## config.mk

```make
export PLATFORM = sky130hd
export DESIGN_NAME = spi_frame_master
export DESIGN_NICKNAME = d
export VERILOG_FILES = /design/src/rtl/spi_frame_master.sv
export SDC_FILE = /design/constraint.sdc
export NUM_CORES = 1
export LEC_CHECK = 0
export ABC_CLOCK_PERIOD_IN_PS = 1800
export CAP_MARGIN = 20
export CORE_MARGIN = 2
export CORE_UTILIZATION = 40
export DETAILED_ROUTE_END_ITERATION = 8
export PLACE_DENSITY = 0.66
export SYNTH_ARGS = -nofsm -noshare
export SYNTH_HDL_FRONTEND = slang
export SYNTH_SLANG_ARGS = --single-unit
```

## constraint.sdc

```tcl
create_clock -name clk -period 1.8 [get_ports clk]
set_input_delay 0.45 -clock clk [delete_from_list [all_inputs] [get_ports clk]]
set_output_delay 0.45 -clock clk [all_outputs]
set_load 0.005 [all_outputs]
```

## src/rtl/spi_frame_master.sv

```systemverilog
// SPI frame master: one DATA_W-bit word per valid/ready handshake, sent MSB-first as whole
// bytes inside a single ss-low window, with MISO captured into o_rx_data over the same frame.
module spi_frame_master #(
  parameter int DATA_W     = 14,
  parameter int CLK_DIV    = 4,
  parameter int GAP_CYCLES = 2,
  parameter bit CPOL       = 1'b0,
  parameter bit CPHA       = 1'b0
) (
  input  logic              clk,
  input  logic              reset,
  input  logic              i_valid,
  input  logic [DATA_W-1:0] i_data,
  output logic              o_ready,
  input  logic              i_abort,
  output logic              o_busy,
  output logic              o_done,
  output logic              o_aborted,
  output logic [DATA_W-1:0] o_rx_data,
  output logic              sclk,
  output logic              mosi,
  input  logic              miso,
  output logic              ss
);

  localparam int NUM_BYTES = (DATA_W + 7) / 8;
  localparam int FRAME_W   = NUM_BYTES * 8;
  localparam int CNT_MAX   = (2 * CLK_DIV > GAP_CYCLES) ? 2 * CLK_DIV : GAP_CYCLES;
  localparam int CNT_W     = (CNT_MAX > 1) ? $clog2(CNT_MAX) : 1;
  localparam int BYTE_W    = (NUM_BYTES > 1) ? $clog2(NUM_BYTES) : 1;

  localparam logic [CNT_W-1:0]  HALF_LAST = CNT_W'(CLK_DIV - 1);
  localparam logic [CNT_W-1:0]  HALF_LEN  = CNT_W'(CLK_DIV);
  localparam logic [CNT_W-1:0]  BIT_LAST  = CNT_W'(2 * CLK_DIV - 1);
  localparam logic [CNT_W-1:0]  GAP_LAST  = CNT_W'(GAP_CYCLES - 1);
  localparam logic [BYTE_W-1:0] LAST_BYTE = BYTE_W'(NUM_BYTES - 1);
  // sclk level during the first half of every bit; the second half is its inverse.
  localparam logic PHASE_A = CPOL ^ CPHA;

  typedef enum logic [2:0] {
    S_IDLE,
    S_SETUP,
    S_SHIFT,
    S_GAP,
    S_HOLD
  } state_t;

  state_t              state_q, state_d;
  logic [CNT_W-1:0]    cnt_q, cnt_d;
  logic [2:0]          bit_q, bit_d;
  logic [BYTE_W-1:0]   byte_q, byte_d;
  logic [FRAME_W-1:0]  tx_q, tx_d;
  logic [DATA_W-1:0]   rx_q, rx_d;
  logic [DATA_W-1:0]   rx_data_d;
  logic                done_d, aborted_d;
  logic                ss_d, sclk_d, mosi_d;

  always_comb begin
    // NOTE: every signal gets a default before any branch, so no latch is inferred.
    state_d   = state_q;
    cnt_d     = cnt_q + 1'b1;
    bit_d     = bit_q;
    byte_d    = byte_q;
    tx_d      = tx_q;
    rx_d      = rx_q;
    rx_data_d = o_rx_data;
    done_d    = 1'b0;
    aborted_d = 1'b0;

    unique case (state_q)
      S_IDLE: begin
        cnt_d = '0;
        if (i_valid) begin
          state_d = S_SETUP;
          tx_d    = FRAME_W'(i_data);
          bit_d   = '0;
          byte_d  = '0;
        end
      end
      S_SETUP: begin
        if (cnt_q == HALF_LAST) begin
          state_d = S_SHIFT;
          cnt_d   = '0;
        end
      end
      S_SHIFT: begin
        // MISO is taken on the edge that moves sclk from phase A to phase B.
        if (cnt_q == HALF_LAST) rx_d = DATA_W'({rx_q, miso});
        if (cnt_q == BIT_LAST) begin
          cnt_d = '0;
          bit_d = bit_q + 3'd1;
          if (bit_q == 3'd7 && byte_q == LAST_BYTE) begin
            state_d = S_HOLD;
          end else begin
            tx_d = tx_q << 1;
            if (bit_q == 3'd7) begin
              byte_d  = byte_q + BYTE_W'(1);
              state_d = (GAP_CYCLES == 0) ? S_SHIFT : S_GAP;
            end
          end
        end
      end
      S_GAP: begin
        if (cnt_q == GAP_LAST) begin
          state_d = S_SHIFT;
          cnt_d   = '0;
        end
      end
      S_HOLD: begin
        if (cnt_q == HALF_LAST) begin
          state_d   = S_IDLE;
          cnt_d     = '0;
          done_d    = 1'b1;
          rx_data_d = rx_q;
        end
      end
      default: state_d = S_IDLE;
    endcase

    // Completion in the same cycle takes priority over an abort.
    if (i_abort && state_q != S_IDLE && !done_d) begin
      state_d   = S_IDLE;
      cnt_d     = '0;
      aborted_d = 1'b1;
    end

    ss_d   = (state_d == S_IDLE);
    sclk_d = (state_d == S_SHIFT) ? ((cnt_d < HALF_LEN) ? PHASE_A : ~PHASE_A) : CPOL;
    mosi_d = (state_d == S_IDLE) ? 1'b0 : tx_d[FRAME_W-1];
  end

  always_ff @(posedge clk) begin
    // NOTE: non-blocking assignments, so every register updates from pre-edge values.
    if (reset) begin
      state_q   <= S_IDLE;
      cnt_q     <= '0;
      bit_q     <= '0;
      byte_q    <= '0;
      // NOTE: the shift registers are a few flops, so they are reset with the rest of the state.
      tx_q      <= '0;
      rx_q      <= '0;
      o_rx_data <= '0;
      o_done    <= 1'b0;
      o_aborted <= 1'b0;
      o_busy    <= 1'b0;
      o_ready   <= 1'b1;
      ss        <= 1'b1;
      sclk      <= CPOL;
      mosi      <= 1'b0;
    end else begin
      state_q   <= state_d;
      cnt_q     <= cnt_d;
      bit_q     <= bit_d;
      byte_q    <= byte_d;
      tx_q      <= tx_d;
      rx_q      <= rx_d;
      o_rx_data <= rx_data_d;
      o_done    <= done_d;
      o_aborted <= aborted_d;
      o_busy    <= (state_d != S_IDLE);
      o_ready   <= (state_d == S_IDLE);
      ss        <= ss_d;
      sclk      <= sclk_d;
      mosi      <= mosi_d;
    end
  end

endmodule

```

* Yosys cells after proc, flatten, opt, wreduce, memory -nomap -nowiden
Cells that the tools add are included.
** Cells by class
- Bitwise logic cells :: 1
- Add/subtract/negate cells :: 3
- Equality and inequality tests :: 13
- $lt $le $gt $ge :: 1
- Mux-type cells :: 30
- Reductions and logical operators :: 17
** Operators with widths (number)
- 16-bit two-way mux :: 3
- 3-bit two-way mux :: 14
- 16-bit one-hot mux with 2 select lines :: 1
- 3-bit one-hot mux with 5 select lines :: 1
- 3-bit by 2-bit equality test with 1-bit output, second input constant :: 4
- 3-bit one-hot mux with 4 select lines :: 1
- 3-bit equality test, second input constant :: 3
- 1-bit two-way mux :: 8
- 2-bit inequality test, second input constant :: 4
- 3-bit by 1-bit adder with 3-bit output, second input constant :: 2
- 3-bit by 1-bit equality test with 1-bit output, second input constant :: 2
- 3-bit zero test :: 2
- 3-bit one-hot mux with 2 select lines :: 1
- 3-bit nonzero test :: 2
- 2-bit OR reduction :: 3
- 5-bit AND reduction :: 1
- 2-bit AND reduction :: 2
- 4-bit AND reduction :: 1
- 1-bit logical AND :: 3
- 3-bit less-than comparator, second input constant :: 1
- 3-bit AND reduction :: 1
- 1-bit one-hot mux with 2 select lines :: 1
- 2-bit nonzero test :: 1
- 1-bit adder, second input constant :: 1
- 2 further kinds :: 2
** Storage, ports and cells
- Logic and storage cells :: 79
- Bits in registers :: 60
- Output and inout bits :: 21
- Bits of input ports :: 19

* Logic depth before layout (Yosys ltp)
Gate-level depths: netlist of run 1.
- Depth in word-level cells :: 9
- Mapped depth :: 8
- Depth with buffers taken out :: 6

* Worst setup path before layout of run 1
OpenSTA, ideal clock, no wires.
- Kind :: register -> register
- Start point :: reg cnt_q[0]
- End point :: reg o_rx_data[10]
- Buffers on the path :: 2
- Setup slack :: -0.049 ns
- Data required time :: 1.668 ns
- Period minus slack after synthesis :: 1.849 ns
- Setup time :: 0.132 ns
- Stages on the path, launching flop included :: 9
- Arrival time :: 1.717 ns
- Cell sequence :: dfxtp_1 -> ha_1 -> ha_1 -> inv_2 -> or4b_1 -> clkbuf_1 -> buf_2 -> nand2_1 -> a21oi_1
** Between the ends
- Longest elaborated chain between the ends :: 2
** Ends and longest elaborated chain
- from (decl) :: RTL line 49 : logic [CNT_W-1:0] cnt_q, cnt_d;
- from (signal assigned) :: RTL line 152 : cnt_q <= cnt_d;
- 3-bit by 2-bit equality test with 1-bit output :: RTL line 110 : if (cnt_q == HALF_LAST) begin
- 2-bit AND reduction (no source line)
- to (signal assigned) :: RTL line 157 : o_rx_data <= rx_data_d;
- to (decl) :: RTL line 19 : output logic [DATA_W-1:0] o_rx_data,
Every way passes these cells.
A chain may end at the register's enable or synchronous reset.

* Worst setup path after layout of run 1
- Start point :: reg cnt_q[0]
- End point :: reg cnt_q[1]
** Between the ends
- Longest elaborated chain between the ends :: 6
- Elaborated cells on any way between the ends :: 13
- Classes of those cells :: add/sub: 1; eq/ne: 3; mux: 7; reduce/logical: 2
** Ends and longest elaborated chain
- branches (longest 5 deep; another with 3-bit by 1-bit adder with 3-bit output)
- 3-bit two-way mux (*) :: RTL line 121 : if (i_abort && state_q != S_IDLE && !done_d) begin
Mark *: on every way between the ends.

==> results of run 1 <==
final cells by class:
class,instances,area share [%]
multi-input cells,201,36.3
well taps,75,2.86
inverters,6,0.686
flip-flops and latches,60,36.6
clock inverters,2,0.305
repair buffers,64,18.3
clock buffers,13,4.84
report_power, final:
group / switching, µW / total (µW) / internal, µW
combinational: 102 / 216 / 114
clock: 465 / 1030 / 563
sequential: 16.9 / 1380 / 1360
registers in the layout, summed over array words and instances, names as in the netlist:
name and count:
rx_q 14, cnt_q 3, ss 1, sclk 1, mosi 1, tx_q 16
o_busy 1, o_aborted 1, o_done 1, bit_q 3, state_q 3, byte_q 1
o_rx_data 14
path summary, 6_finish.rpt:
kind | cells past startpoint | end | slack [ns]
worst max-delay path | 7 | cnt_q[1] | 0.08
worst min-delay path | 2 | cnt_q[2] | 0.41
worst min register to register | 2 | o_rx_data[2] | 0.45
worst max register to register | 7 | cnt_q[1] | 0.08
logic make-up after synthesis:
kind of cell / Yosys count
adder cells (fa/ha/maj): 7
AND/OR/NAND/NOR: 114
buffers and inverters: 28
multiplexers: 1
AO/OA/AOI/OAI: 78
flip-flops: 60
XOR/XNOR: 1
layout by cell type, fill, tap and decap left out, drive strengths merged, types with 2 or more instances in the layout:
master and n:
dfxtp 60, inv 6, a22oi 16, o21a 2, buf 26, nand3 2
and3 2, ha 7, or3b 2, clkdlybuf4s50 38, nor4b 2, clkinv 2
clkbuf 13, a21oi 48, o21ai 2, nor2 11, nand2 75, nor2b 5
nor3 5, a31oi 2, nand3b 2, a21o 3
per-stage QoR:
stage | setup slack [ns] | hold slack (ns)
2_1_floorplan | 0.0126 | 0.426
3_3_place_gp | -0.0623 | 0.442
3_5_place_dp | -0.113 | 0.446
4_1_cts | 0.00735 | 0.397
5_1_grt | -0.0113 | 0.408
6_report | 0.0771 | 0.414
layer usage:
layer | track usage [%] | vias up | share of wire, %
li1 | - | 1089 | -
met3 | 6.63 | 10 | 4.5
met4 | 5.90 | 0 | 1.5
met2 | 29.0 | 39 | 49
met5 | 0 | - | 0
met1 | 17.6 | 974 | 45
timing repair:
item	in CTS	in global routing
endpoints found under the setup margin	18	25
hold buffers	0	0
gates cloned	0	1
resized for setup	4	10
==> impl_metrics.py, run 1 <==
metrics = {
    "finish": {
        "finish.cell_count_without_fillers": 421,
        "number_of_inserted_diodes": 0,
        "final_nets": 368,
        "number_of_filler_instances_in_the_final_layout": 594,
        "multi_input_area_um2": 1190,
        "fin_area_um2": 3280,
        "drive_above_1_share_pct": 15.6,
        "area.growth.synth_to_final_pct": 33.2,
        "layout.core_utilization_pct": 55.1,
        "area.sequential_um2": 1200,
    },
    "logic_synthesis": {
        "synth.net_count": 315,
        "synth_warnings": 0,
        "post_synth_top_area_share_pct": 48.7,
        "post-synth-top-area-cell": "sky130_fd_sc_hd__dfxtp_1",
        "synth_edf_count": 0,
        "count_of_state_elements_after_synthesis": 60,
        "synth_top_family_by_area": "simple AND/OR/NAND/NOR gates",
        "synth_xor_xnor_area_share_pct": 0.355,
        "netlist-cell-type-count": 40,
        "post_synth_mux_area_share_pct": 0.406,
        "synth.most_common_cell": "sky130_fd_sc_hd__nand2_1",
        "synthCells": 289,
        "synthFlopType": "sky130_fd_sc_hd__dfxtp_1",
        "synth-adder-area-share_pct": 3.55,
        "ys_async_sr_fraction_pct": 0,
        "netlist_top_cells_count": "sky130_fd_sc_hd__nand2_1 (75), sky130_fd_sc_hd__dfxtp_1 (60), sky130_fd_sc_hd__a21oi_1 (47), sky130_fd_sc_hd__a22oi_1 (16), sky130_fd_sc_hd__nor2_1 (11)",
        "syn_area_per_cell_um2": 8.53,
        "synth_simple_gate_area_share_pct": 22.5,
        "yosysSeqAreaShare_pct": 48.7,
        "synth_compound_area_share_pct": 19.0,
        "mappedNetlistArea_um2": 2460,
        "synth.top_cells.by_area": "sky130_fd_sc_hd__dfxtp_1 (49%), sky130_fd_sc_hd__nand2_1 (11%), sky130_fd_sc_hd__a21oi_1 (9.5%), sky130_fd_sc_hd__a22oi_1 (4.9%), sky130_fd_sc_hd__ha_1 (3.6%)",
    },
    "floorplan": {
        "die_w_um": 82.5,
        "fp.coreArea_um2": 5960,
        "pin_count": 40,
        "floorplan.die.height_um": 82.5,
        "floorplan.rows": 28,
        "die-area_um2": 6810,
        "initial_core_util_pct": 41.4,
    },
    "timing": {
        "max_slew_headroom_at_the_worst_pin_pct": 73.2,
        "drv_slew": 0,
        "final_period_minus_worst_setup_slack_ns": 1.72,
        "fmax_mhz": 580,
        "timing.clock.skew_ns": 0.00714,
        "max_slew.worst_pin.slew_ns": 0.400,
        "min_period_over_period_pct": 95.7,
        "final.setup.tns_ns": 0,
        "timing.final.hold_violations": 0,
        "setup_viol": 0,
    },
    "outcome": {
        "status": "finished, final reports clean",
    },
    "cts": {
        "tritoncts": "built",
        "cts.root.buffer_cell": "sky130_fd_sc_hd__clkbuf_8",
        "numCtsBuffers": 9,
        "path_clk_slew_ns": 0.06,
        "htreeDepth": 3,
        "maximum_buffer_depth_of_the_clock_tree": 2,
        "post-cts-setup-buffer-count": 0,
        "clock-sinks": 60,
        "clock_latency_ns": 0.33,
    },
    "placed_design": {
        "placed_instances": 405,
        "placed_cell_area_um2": 3050,
        "dpl.hpwl_mm": 3.47,
        "gp_congestion": 0.828,
        "portBuffers": 39,
    },
    "route": {
        "wl_per_cell_um": 11.9,
        "vias": 2112,
        "antenna_left": 0,
        "drt_wl_total_mm": 5.03,
        "drt_pre_antenna_iters": 4,
        "via_per_inst": 5.02,
        "drc_errors_left": 0,
        "detail_route.iter0.violations": 88,
    },
    "worst_setup_path": {
        "worstSetupStartpoint": "cnt_q[0]",
        "slowest_delay_ns": 0.40,
        "worst_setup_path_start_kind": "flop",
        "crit_arrival_ns": 1.98,
        "worst_path_dominant_cell_family": "compound AO/OA/AOI/OAI gates",
        "worst_ep_required_time_ns": 2.06,
        "crit_path_max_fanout": 6,
        "crit-reg2reg-launch": "cnt_q[0]",
        "critical_path_class": "flop to flop",
        "critPathBufInv": 1,
        "critPathSlowestCell": "sky130_fd_sc_hd__a311oi_1",
        "cp_cell_sequence": "ha_4 > buf_4 > ha_4 > nor2b_1 > o21a_1 > a311oi_1 > nor2b_1",
        "critical_path.endpoint_type": "flop",
    },
    "power_and_ir_drop": {
        "power.static_leakage_uw": 0.00117,
        "fin_total_pwr_uw": 2620,
        "power-per-cell-area_nw_per_um2": 798,
        "power.ir.vdd_worst_mv": 0.561,
    },
    "grt": {
        "overflow": 0,
        "grt_util_all_layers_pct": 16.4,
        "grt_max_degree": 30,
        "via_count_of_the_first_global_routing_pass": 1966,
        "grt_first_pass_wirelength_mm": 8.48,
        "antenna_found_initial": 0,
    },
    "hold_path": {
        "min-delay-start": "reset",
        "holdCritPathClass": "input port to flop",
    },
    "run": {
        "cap_viol_max_count": 0,
    },
}
Note: power is estimated with default switching activity, not from simulation.
==> run 2, diff against run 1 <==
--- a/config.mk
+++ b/config.mk
@@ -5,12 +5,12 @@
 export SDC_FILE = /design/constraint.sdc
 export NUM_CORES = 1
 export LEC_CHECK = 0
-export ABC_CLOCK_PERIOD_IN_PS = 1800
+export ABC_CLOCK_PERIOD_IN_PS = 1600
 export CAP_MARGIN = 20
 export CORE_MARGIN = 2
 export CORE_UTILIZATION = 40
 export DETAILED_ROUTE_END_ITERATION = 8
-export PLACE_DENSITY = 0.66
+export PLACE_DENSITY = 0.64
 export SYNTH_ARGS = -nofsm -noshare
 export SYNTH_HDL_FRONTEND = slang
 export SYNTH_SLANG_ARGS = --single-unit
==> constraint.sdc (replaced) <==
create_clock -name clk -period 1.6 [get_ports clk]
set_input_delay 0.4 -clock clk [delete_from_list [all_inputs] [get_ports clk]]
set_output_delay 0.4 -clock clk [all_outputs]
set_load 0.005 [all_outputs]
==> run 2 against run 1 <==
  * The run now ends with setup timing left
  * Critical path depth increased by 1
  * Critical endpoint is now o_rx_data[0]
  * Design area increased by 17%
  * Via count increased by 5.6%
  * Non-clock buffer count increased by 21
  * Global-route usage increased by 1.2 points
==> impl_metrics.py, run 2 (synthesis gave the netlist of run 1 again) <==
metrics = {
    "power_and_ir_drop": {
        "cell_internal_pwr_uw": 2940,
        "pwr-share-comb_pct": 8.4,
        "power.ir.vdd_worst_mv": 0.781,
        "swShare_pct": 20.0,
        "clock_power_share_pct": 49.3,
        "power.sequential.fraction_pct": 42.3,
        "power.switching_uw": 732,
        "power.static_leakage_uw": 0.00163,
        "power-per-cell-area_nw_per_um2": 954,
    },
    "route": {
        "antenna_left": 0,
        "detail_route.iter0.violations": 65,
        "drt_pre_antenna_iters": 4,
        "wl_per_cell_um": 12.7,
        "drc_errors_left": 0,
        "drt_wl_total_mm": 5.63,
        "vias": 2230,
        "via_per_inst": 5.03,
    },
    "timing": {
        "fin_worst_hold_slack_ns": 0.449,
        "max_slew.worst_pin.slew_ns": 0.286,
        "final_period_minus_worst_setup_slack_ns": 1.71,
        "timing.final.hold_violations": 0,
        "unrepaired_setup_endpoints_after_global_routing": "true",
        "fmax_mhz": 584,
        "setup_viol": 23,
        "timing.clock.skew_ns": 0.00864,
        "min_period_over_period_pct": 107,
        "max_slew_headroom_at_the_worst_pin_pct": 80.9,
        "layout_setup_ws_ns": -0.112,
        "drv_slew": 0,
    },
    "worst_setup_path": {
        "crit-reg2reg-launch": "cnt_q[0]",
        "worst_ep_required_time_ns": 1.82,
        "worstSetupStartpoint": "cnt_q[0]",
        "worst_setup_path_start_kind": "flop",
        "critical_path_class": "flop to flop",
        "crit_arrival_ns": 1.93,
        "critical_path.endpoint_type": "flop",
        "crit_path_max_fanout": 8,
    },
    "placed_design": {
        "placed_instances": 413,
        "gp_congestion": 0.804,
        "dpl.hpwl_mm": 3.46,
        "portBuffers": 39,
        "placed_cell_area_um2": 3170,
    },
    "finish": {
        "area.growth.synth_to_final_pct": 56.1,
        "layout.core_utilization_pct": 64.6,
        "number_of_inserted_diodes": 0,
        "regMostFlops": "tx_q",
        "most_common_cell_after_layout_fill_and_taps_aside": "sky130_fd_sc_hd__nand2_1",
        "drive_above_1_share_pct": 31.8,
        "fin_area_um2": 3850,
        "final_nets": 389,
        "final_cell_mix": "sky130_fd_sc_hd__nand2_1 (68), sky130_fd_sc_hd__dfxtp_1 (53), sky130_fd_sc_hd__a21oi_1 (41)",
        "largest_registers": "tx_q: 16 flops, o_rx_data: 14 flops, rx_q: 14 flops",
        "finish.cell_count_without_fillers": 443,
        "largest_register_ff_count": 16,
    },
    "outcome": {
        "status": "finished with violations",
        "failing_checks": "setup timing",
    },
    "floorplan": {
        "initial_core_util_pct": 41.4,
        "floorplan.rows": 28,
        "fp.coreArea_um2": 5960,
        "floorplan.die.height_um": 82.5,
        "pin_count": 40,
        "die-area_um2": 6810,
        "die_w_um": 82.5,
    },
    "grt": {
        "overflow": 0,
        "grt_first_pass_wirelength_mm": 9.01,
        "antenna_found_initial": 0,
        "via_count_of_the_first_global_routing_pass": 2066,
        "grt_util_all_layers_pct": 17.6,
        "grt_max_degree": 30,
    },
    "cts": {
        "path_clk_slew_ns": 0.07,
        "clock-sinks": 60,
        "numCtsBuffers": 9,
        "tritoncts": "built",
        "htreeDepth": 3,
        "cts.root.buffer_cell": "sky130_fd_sc_hd__clkbuf_8",
        "clock_latency_ns": 0.34,
        "maximum_buffer_depth_of_the_clock_tree": 2,
    },
    "hold_path": {
        "min-delay-start": "reset",
        "holdCritPathClass": "input port to flop",
    },
    "run": {
        "cap_viol_max_count": 0,
    },
}
-- run 2: cell count changes in the layout (fill, tap and decap cells not counted), sizes merged --
cell,delta
buf,+21
bufinv,+4
clkdlybuf4s50,-15
clkinv,-2
clkbuf,-1
dlymetal6s2s,+15
-- run 2: critical path, stage by stage, from the launching register on --
cell,delay (ns)
sky130_fd_sc_hd__dfxtp_2,0.35
sky130_fd_sc_hd__ha_4,0.15
sky130_fd_sc_hd__buf_6,0.10
sky130_fd_sc_hd__ha_4,0.16
sky130_fd_sc_hd__inv_4,0.04
sky130_fd_sc_hd__or4b_4,0.50
sky130_fd_sc_hd__buf_6,0.16
sky130_fd_sc_hd__nand2_1,0.06
sky130_fd_sc_hd__a21oi_1,0.06
-- run 2: repair_timing --
item / in CTS / in global routing
setup endpoints to repair: 39 / 55
gates cloned: 1 / 0
setup buffers: 9 / 5
gates resized for setup: 30 / 46
pin swaps: 21 / 14
hold buffers: 0 / 0
-- run 2: routing by layer --
metal | global-route usage [%] | wire (µm)
met5 | 0 | 0
met4 | 5.90 | 53
met1 | 19.1 | 2440
met3 | 7.17 | 255
met2 | 31.1 | 2880
-- run 2: cell type report --
type | count | area (µm²)
clock buffers | 12 | 145
clock inverters | 4 | 120
fillers | 507 | 2110
inverters | 6 | 25.0
multi-input cells | 201 | 1370
flip-flops and latches | 60 | 1210
well taps | 75 | 93.8
repair buffers | 85 | 890
-- run 2: path summary, 6_finish.rpt --
path | end | slack, ns | depth (start not counted)
worst max-delay path | o_rx_data[0] | -0.11 | 8
worst min-delay path | ss | 0.45 | 3
worst max register to register | o_rx_data[0] | -0.11 | 8
worst min register to register | o_rx_data[4] | 0.45 | 2
-- run 2: through the flow --
step / TNS (ns) / power [µW] / setup slack, ns
6_report: -1.64 / 3670 / -0.112
5_1_grt: -4.11 / 3820 / -0.189
4_1_cts: -1.77 / 3670 / -0.121
3_5_place_dp: -7.02 / 1830 / -0.275
3_3_place_gp: -6.45 / 1830 / -0.239
2_1_floorplan: -0.524 / 1720 / -0.0574
-- run 2: power by group through the flow --
stage / combinational (µW) / clock (µW) / sequential [µW]
6_report: 309 / 1810 / 1550
5_1_grt: 337 / 1930 / 1560
4_1_cts: 272 / 1850 / 1550
3_5_place_dp: 255 / 0 / 1580
3_3_place_gp: 250 / 0 / 1580
2_1_floorplan: 140 / 0 / 1580
